$ cat src/rtl/pipe_ctrl_pkg.sv
// Shared types and constants for the front-end flush/stall controller.
// Holds the FSM encoding, stage indices and control-bundle field positions.
package pipe_ctrl_pkg;

    typedef enum logic [1:0] {
        RUN    = 2'd0,
        STALL  = 2'd1,
        SHADOW = 2'd2
    } flush_state_t;

    localparam int STG_IF = 0;
    localparam int STG_ID = 1;

    localparam int CTRL_W_DEF = 10;

    // Control bundle is packed MSB-first as RegDst .. ALUop[1:0]
    localparam int CB_REGDST   = 9;
    localparam int CB_ALUSRC   = 8;
    localparam int CB_MEMTOREG = 7;
    localparam int CB_REGWRITE = 6;
    localparam int CB_MEMREAD  = 5;
    localparam int CB_MEMWRITE = 4;
    localparam int CB_BRANCH   = 3;
    localparam int CB_JRCTRL   = 2;
    localparam int CB_ALUOP_HI = 1;
    localparam int CB_ALUOP_LO = 0;

    function automatic int max_int(input int a, input int b);
        return (a > b) ? a : b;
    endfunction

endpackage

$ cat src/rtl/sat_event_counter.sv
// Saturating event counter: counts cycles with inc high and sticks at all-ones.
module sat_event_counter #(
    parameter int W = 16
) (
    input  logic         clk,
    input  logic         reset,
    input  logic         inc,
    output logic [W-1:0] count
);

    always_ff @(posedge clk) begin
        if (reset) begin
            count <= '0;
        end else if (inc && (count != {W{1'b1}})) begin
            count <= count + W'(1);
        end
    end

endmodule

$ cat src/rtl/pipe_flush_ctrl.sv
// Front-end flush/stall controller: turns redirects and load-use hazards into
// stage flushes, PC/IF-ID write enables and a bubbled ID control bundle.
module pipe_flush_ctrl
    import pipe_ctrl_pkg::*;
#(
    parameter int CTRL_W    = CTRL_W_DEF,
    parameter int N_STAGES  = 2,
    parameter int JMP_DEPTH = 1,
    parameter int BR_DEPTH  = 2,
    parameter int IMEM_LAT  = 1,
    parameter int STALL_CYC = 1,
    parameter int CNT_W     = 16
) (
    input  logic                clk,
    input  logic                reset,
    input  logic                jump,
    input  logic                bne,
    input  logic                jr,
    input  logic                load_use,
    input  logic [CTRL_W-1:0]   ctrl_in,
    output logic [N_STAGES-1:0] flush_vec,
    output logic [CTRL_W-1:0]   ctrl_out,
    output logic                pc_write,
    output logic                ifid_write,
    output logic                busy,
    output logic [CNT_W-1:0]    flush_count
);

    if (JMP_DEPTH < 1 || JMP_DEPTH > BR_DEPTH || BR_DEPTH > N_STAGES ||
        IMEM_LAT < 1 || STALL_CYC < 1) begin : g_bad_params
        $error("pipe_flush_ctrl: need 1 <= JMP_DEPTH <= BR_DEPTH <= N_STAGES, IMEM_LAT >= 1, STALL_CYC >= 1");
    end

    localparam int CNT_MAX = max_int(IMEM_LAT, STALL_CYC);
    localparam int DCNT_W  = $clog2(CNT_MAX + 1);

    localparam logic [N_STAGES-1:0] JMP_MASK = {N_STAGES{1'b1}} >> (N_STAGES - JMP_DEPTH);
    localparam logic [N_STAGES-1:0] BR_MASK  = {N_STAGES{1'b1}} >> (N_STAGES - BR_DEPTH);
    localparam logic [DCNT_W-1:0] SHADOW_LOAD = DCNT_W'(IMEM_LAT - 1);
    localparam logic [DCNT_W-1:0] STALL_LOAD  = DCNT_W'(STALL_CYC - 1);

    flush_state_t      state, state_next;
    logic [DCNT_W-1:0] cnt, cnt_next;
    logic              redir;
    logic              br_redir;
    logic [N_STAGES-1:0] redir_mask;

    assign br_redir   = bne | jr;
    assign redir      = jump | br_redir;
    assign redir_mask = br_redir ? BR_MASK : (jump ? JMP_MASK : '0);

    always_ff @(posedge clk) begin
        if (reset) begin
            state <= RUN;
            cnt   <= '0;
        end else begin
            state <= state_next;
            cnt   <= cnt_next;
        end
    end

    // A redirect always wins: it aborts a stall and restarts any shadow window.
    always_comb begin
        state_next = state;
        cnt_next   = cnt;
        if (redir) begin
            if (IMEM_LAT > 1) begin
                state_next = SHADOW;
                cnt_next   = SHADOW_LOAD;
            end else begin
                state_next = RUN;
                cnt_next   = '0;
            end
        end else begin
            unique case (state)
                RUN: begin
                    if (load_use && (STALL_CYC > 1)) begin
                        state_next = STALL;
                        cnt_next   = STALL_LOAD;
                    end
                end
                STALL, SHADOW: begin
                    if (cnt <= DCNT_W'(1)) begin
                        state_next = RUN;
                        cnt_next   = '0;
                    end else begin
                        cnt_next = cnt - DCNT_W'(1);
                    end
                end
                default: begin
                    state_next = RUN;
                    cnt_next   = '0;
                end
            endcase
        end
    end

    always_comb begin
        logic                bubble;
        logic                kill_id;
        logic [N_STAGES-1:0] flush;

        bubble = 1'b0;
        flush  = '0;
        if (redir) begin
            flush = redir_mask;
        end else if ((state == RUN && load_use) || state == STALL) begin
            bubble = 1'b1;
        end
        // Wrong-path fetch returns keep arriving until the latency window closes
        if (state == SHADOW) begin
            flush[STG_IF] = 1'b1;
        end

        kill_id    = (N_STAGES >= 2) && flush[STG_ID % N_STAGES];
        flush_vec  = flush;
        pc_write   = ~bubble;
        ifid_write = ~bubble;
        ctrl_out   = (bubble || kill_id) ? '0 : ctrl_in;

        if (reset) begin
            flush_vec  = '1;
            ctrl_out   = '0;
            pc_write   = 1'b0;
            ifid_write = 1'b0;
        end
    end

    assign busy = (state != RUN);

    sat_event_counter #(
        .W(CNT_W)
    ) u_flush_counter (
        .clk  (clk),
        .reset(reset),
        .inc  (redir),
        .count(flush_count)
    );

endmodule

$ cat config.mk
export PLATFORM = sky130hd
export DESIGN_NAME = pipe_flush_ctrl
export DESIGN_NICKNAME = d
export VERILOG_FILES = /design/src/rtl/pipe_ctrl_pkg.sv /design/src/rtl/sat_event_counter.sv /design/src/rtl/pipe_flush_ctrl.sv
export SDC_FILE = /design/constraint.sdc
export NUM_CORES = 1
export LEC_CHECK = 0
export BUFFER_PORTS_ARGS = -buffer_cell sky130_fd_sc_hd__buf_2
export CAP_MARGIN = 20
export CORE_AREA = 4 4 52 54
export CTS_BUF_LIST = sky130_fd_sc_hd__clkbuf_16
export DETAILED_ROUTE_END_ITERATION = 7
export DIE_AREA = 0 0 56 58
export GPL_TIMING_DRIVEN = 0
export PLACE_DENSITY = 0.81
export SLEW_MARGIN = 20
export SYNTH_ARGS = -nofsm -noshare
export SYNTH_HDL_FRONTEND = slang
export SYNTH_HIERARCHICAL = 1
export SYNTH_SLANG_ARGS = --single-unit
$ cat constraint.sdc
create_clock -name clk -period 4.2 [get_ports clk]
set_input_delay 0.63 -clock clk [delete_from_list [all_inputs] [get_ports clk]]
set_output_delay 0.63 -clock clk [all_outputs]
set_load 0.005 [all_outputs]
==> impl_metrics.json, run 1 <==
{
  "outcome": "complete, no violations",
  "ys_seq_area_frac": 0.293,
  "vias_per_cell": 5.93,
  "syn_nets": 139,
  "critPathKind": "primary input to output pin",
  "ir_drop_uv": 260,
  "whs_endpoint": "u_flush_counter/count[1]",
  "fillers": 200,
  "holdBufCountCts": 0,
  "cts_resized": 0,
  "ys_warn_count": 6,
  "p_leak_uw": 0.000593,
  "drtPass1Iterations": 4,
  "largest_reg_flops": 16,
  "min_from": "u_flush_counter/count[1]",
  "fp.dieW_um": 56,
  "grt_pass1_vias": 1101,
  "cts_tree": "yes",
  "avgSynthCellArea_um2": 8.95,
  "die-area_um2": 3250,
  "final.setup_skew_ns": 0.00254,
  "fmaxAchievable_mhz": 461,
  "rsz0062_at_grt": "false",
  "dp_hpwl_mm": 2.19,
  "synth_cell_type_count": 38,
  "vias": 1180,
  "drt_iter0_drc": 46,
  "largestRegisters": "u_flush_counter/count x16",
  "wirelength_mm": 2.91,
  "whs_path_depth": 2,
  "grt_overflow": 0,
  "pin_count": 47,
  "tns_ns": 0,
  "setup_violations": 0,
  "ys_ff_latch": 16,
  "track_usage": 0.180,
  "finalMaxSlewViolations": 0,
  "fin_nets": 189,
  "fin_crit_sh": 0.516,
  "die_h_um": 58,
  "min_period_ns": 2.17,
  "wl_per_cell_um": 14.6,
  "start_util": 0.494,
  "worst_setup_path_start_kind": "primary input",
  "critical_path_peak_fanout": 10,
  "drv_cap": 0,
  "clock-root-buffer": "clkbuf_16",
  "stdcell_count": 199,
  "insertion_delay_ns": 0.25,
  "p_per_area_nw_per_um2": 273,
  "r2r_cells": 6,
  "syn-cell-area_um2": 1090,
  "tightest_slew_ns": 0.637,
  "grt_pass1_wl_mm": 4.77,
  "grt_max_degree": 11,
  "io_buffers": 45,
  "crit_path_end_kind": "output pin",
  "reg2reg_from": "u_flush_counter/count[0]",
  "hp-class": "flop to flop",
  "syn_to_final_growth_pct": 31.0,
  "ant_nets": 0,
  "post-route-drc-count": 0,
  "netlist_instances": 122,
  "htreeDepth": 1,
  "numCtsBuffers": 3,
  "clk_pin_slew_ns": 0.05,
  "cts.path.max_buffers": 2,
  "antenna_cells": 0,
  "post-cts-setup-buffers": 0,
  "cts.sinks": 16,
  "antenna_found_initial": 0,
  "most-common-layout-cells": "buf_2 (47), dfxtp_1 (16), a21oi_1 (11), nor4b_2 (9)",
  "largest_register": "u_flush_counter/count",
  "dp.cells": 195,
  "r2r-end": "u_flush_counter/count[1]",
  "final_common_cell": "buf_2",
  "fp-row-count": 17,
  "place.gp.congestion": 0.859,
  "core_um2": 2210,
  "critPathArrivalTime_ns": 1.54,
  "max_slew_margin": 0.570,
  "ff2ff_setup_slack_ns": 2.34,
  "drive_gt1_frac": 0.409,
  "cp_data_required_time_ns": 3.57,
  "hold_viol": 0
}
cells in the mapped netlist:
cell | count | area [µm²]
a21oi_1 | 11 | 55.1
and3_1 | 1 | 6.26
and4_1 | 3 | 26.3
buf_1 | 1 | 3.75
buf_2 | 2 | 10.0
buf_4 | 3 | 22.5
buf_6 | 1 | 11.3
clkbuf_1 | 2 | 7.51
conb_1 | 1 | 3.75
dfxtp_1 | 16 | 320
ha_1 | 1 | 12.5
inv_1 | 3 | 11.3
mux2_2 | 1 | 11.3
mux2i_1 | 1 | 10.0
nand2_1 | 6 | 22.5
nand2_2 | 1 | 6.26
nand3_1 | 6 | 30.0
nand3b_1 | 1 | 7.51
nand4_1 | 3 | 18.8
nand4_4 | 1 | 21.3
nor2_1 | 7 | 26.3
nor2b_1 | 3 | 18.8
nor3_1 | 4 | 20.0
nor4_1 | 2 | 12.5
nor4_4 | 1 | 21.3
nor4b_2 | 9 | 135
nor4b_4 | 1 | 23.8
nor4bb_1 | 1 | 10.0
o21a_1 | 1 | 7.51
o21ai_0 | 4 | 20.0
o311ai_0 | 1 | 8.76
o31ai_1 | 6 | 45.0
o41ai_1 | 1 | 8.76
or2_1 | 1 | 6.26
or3_1 | 4 | 25.0
or3_2 | 2 | 15.0
or4_1 | 7 | 52.6
xnor2_1 | 2 | 17.5
power by group:
part / internal, µW / leakage, µW / total, µW / switching, µW
combinational: 21.3 / 0.000425 / 43.5 / 22.1
clock: 127 / 0.0000385 / 189 / 62.3
sequential: 155 / 0.000129 / 158 / 3.32
critical path, stage by stage:
cell	delay, ns
buf_2	0.12
or2_1	0.24
buf_6	0.16
nor4b_2	0.23
buf_2	0.16
worst max path at each step:
stage	start	end	depth (start not counted)	slack (ns)
final	jr	ctrl_out[9]	5	2.03
after CTS	jr	ctrl_out[9]	5	2.04
after floorplan	load_use	pc_write	4	2.28
after global placement	jump	pc_write	6	2.06
after detailed placement	jr	ctrl_out[9]	5	2.04
after global routing	jr	ctrl_out[9]	5	1.94
per-stage QoR:
stage / setup WS (ns) / hold slack (ns) / utilization / area, µm² / power (µW)
2_1_floorplan: 2.28 / 0.504 / - / 1090 / 186
3_3_place_gp: 2.06 / 0.510 / 0.611 / 1350 / 202
3_5_place_dp: 2.04 / 0.528 / 0.611 / 1350 / 204
4_1_cts: 2.04 / 0.537 / 0.647 / 1430 / 393
5_1_grt: 1.94 / 0.554 / 0.647 / 1430 / 406
6_report: 2.03 / 0.535 / 0.647 / 1430 / 390
metal layers:
layer,vias up,global-route usage,part of all wire
li1,571,-,-
met5,-,0,0
met1,541,0.204,0.40
met3,3,0.0468,0.10
met2,65,0.311,0.48
met4,0,0.0949,0.015
final cells by class:
class	count	area [µm²]	area share
Clock buffer	3	75.1	0.0524
Sequential cell	16	320	0.224
Tap cell	28	35.0	0.0245
Clock inverter	1	3.75	0.00262
Multi-Input combinational cell	94	706	0.493
Timing Repair Buffer	45	225	0.157
Buffer	9	55.1	0.0385
Inverter	3	11.3	0.00787
cell families after synthesis:
logic type | share of synthesized area
fa+ha+maj | 0.0115
mux | 0.0195
compound gates | 0.133
xor+xnor | 0.0160
other cells | 0.00343
buf+inv | 0.0607
simple gates | 0.463
flops | 0.293
No activity file was read; power rests on OpenSTA's default activity.
==> run 2, diff against run 1 <==
Settings changed: CORE_AREA 4 4 52 54 to 4 4 78 44, DIE_AREA 0 0 56 58 to 0 0 82 48, PLACE_DENSITY 0.81 to 0.72.
Clock period 4.2 ns to 1.8 ns, I/O delays scaled along.
==> run 2 against run 1 <==
Net effect: via count fell by 1.4%; combinational power increased by 130%; hold slack got worse by 0.026 ns; sequential share of layout area is 0.11 points higher; non-clock buffer count is 2 higher; highest routed layer unchanged.
==> impl_metrics.json, run 2 (synthesized netlist as in run 1, its figures left out) <==
{
  "outcome": "complete, no violations",
  "holdBufCountCts": 0,
  "rsz0062_at_grt": "false",
  "min_from": "u_flush_counter/count[9]",
  "crit_path_end_kind": "flop",
  "p_per_area_nw_per_um2": 614,
  "drive_gt1_frac": 0.486,
  "multi_input_area_um2": 708,
  "cp_data_required_time_ns": 1.97,
  "whs_endpoint": "u_flush_counter/count[9]",
  "track_usage": 0.178,
  "final_common_cell": "buf_2",
  "dp_slack_ns": -0.0430,
  "largest_register": "u_flush_counter/count",
  "insertion_delay_ns": 0.25,
  "grt_use_met2": 0.274,
  "syn_to_final_growth_pct": 35.5,
  "finalPower_uw": 909,
  "r2r-end": "u_flush_counter/count[13]",
  "fin_crit_sh": 0.935,
  "drtPass1Iterations": 4,
  "cts.path.max_buffers": 2,
  "grt_busiest_layer": "met2",
  "ff2ff_setup_slack_ns": 0.12,
  "register_area_um2": 333,
  "fp-row-count": 14,
  "hold_viol": 0,
  "grt_overflow": 0,
  "core_um2": 2800,
  "grt_max_degree": 11,
  "htreeDepth": 1,
  "tns_ns": 0,
  "placed_area_um2": 1370,
  "met3_usage": 0.0489,
  "numCtsBuffers": 3,
  "antenna_found_initial": 0,
  "start_util": 0.390,
  "place.gp.congestion": 0.803,
  "clock-root-buffer": "clkbuf_16",
  "grt_pass1_vias": 1149,
  "final.setup_skew_ns": 0.000987,
  "finalMaxSlewViolations": 0,
  "final_util": 0.528,
  "fp.dieW_um": 82,
  "whs_path_depth": 2,
  "most-common-layout-cells": "buf_2 (46), a21oi_1 (11), dfxtp_2 (10), nor4b_2 (9)",
  "p_leak_uw": 0.000609,
  "ir_drop_uv": 329,
  "min_period_ns": 1.68,
  "vias": 1164,
  "critPathKind": "flop to flop",
  "fillers": 265,
  "fin_nets": 191,
  "io_buffers": 45,
  "antenna_cells": 0,
  "vias_per_cell": 5.46,
  "max_slew_margin": 0.609,
  "setup_violations": 0,
  "die-area_um2": 3940,
  "largestRegisters": "u_flush_counter/count x16",
  "dp_hpwl_mm": 2.52,
  "clk_pin_slew_ns": 0.05,
  "drt_iter0_drc": 46,
  "ant_nets": 0,
  "worst_setup_path_start_kind": "flop",
  "critical_path_peak_fanout": 6,
  "die_h_um": 48,
  "wl_per_cell_um": 15.4,
  "reg2reg_from": "u_flush_counter/count[0]",
  "fin_ws_ns": 0.117,
  "post-route-drc-count": 0,
  "fmaxAchievable_mhz": 594,
  "tightest_slew_ns": 0.579,
  "grt_pass1_wl_mm": 5.21,
  "cts_tree": "yes",
  "hp-class": "flop to flop",
  "grtUsageMet1": 0.234,
  "cts.sinks": 16,
  "critPathArrivalTime_ns": 1.86,
  "r2r_cells": 6,
  "drv_cap": 0,
  "pin_count": 47,
  "stdcell_area_um2": 1480,
  "largest_reg_flops": 16,
  "wirelength_mm": 3.28
}
==> run 2: metrics by stage <==
stage          std cells  hold slack, ns
3_5_place_dp         207           0.520
6_report             213           0.509
3_3_place_gp         207           0.505
5_1_grt              213           0.529
2_1_floorplan        122           0.504
4_1_cts              213           0.525
==> run 2: area by class of cell <==
cell class,count,area share
multi-input cells,94,0.478
plain buffers,9,0.0397
repair buffers,47,0.162
inverters,3,0.00761
well taps,40,0.0338
clock buffers,3,0.0507
clock inverters,1,0.00254
flip-flops and latches,16,0.225
==> run 2: worst max path at each step <==
stage,from,to,slack [ns],cells after the start
final,u_flush_counter/count[0],u_flush_counter/count[13],0.12,6
after global routing,u_flush_counter/count[13],u_flush_counter/count[15],0.009,4
after CTS,u_flush_counter/count[0],u_flush_counter/count[13],0.01,6
after detailed placement,u_flush_counter/count[0],u_flush_counter/count[13],-0.04,6
after global placement,u_flush_counter/count[13],u_flush_counter/count[1],0.02,5
after floorplan,u_flush_counter/count[5],u_flush_counter/count[15],0.18,4
==> run 2: routing by layer <==
layer	part of all wire	wire, µm
met1	0.46	1500
met5	0	0
met4	0.017	56
met3	0.057	187
met2	0.47	1540
==> run 2: timing repair <==
action                     CTS  global route
gates cloned                 0             0
setup endpoints to repair    9            10
pin swaps                    1             1
buffers inserted             2             0
gates resized for setup      0            15
==> run 2: worst max-delay path: stages, from the launching register on <==
cell and delay (ns):
dfxtp_1 0.34, ha_2 0.23, nand3_1 0.14, nor4_4 0.06
buf_4 0.15, or4_1 0.51, a21oi_1 0.17
==> run 2: where the power goes <==
| part | internal, µW | leakage, µW | switching (µW) |
|---|---|---|---|
| registers | 361 | 0.000135 | 7.69 |
| logic | 49.9 | 0.000436 | 52.4 |
| clock network | 295 | 0.0000385 | 143 |
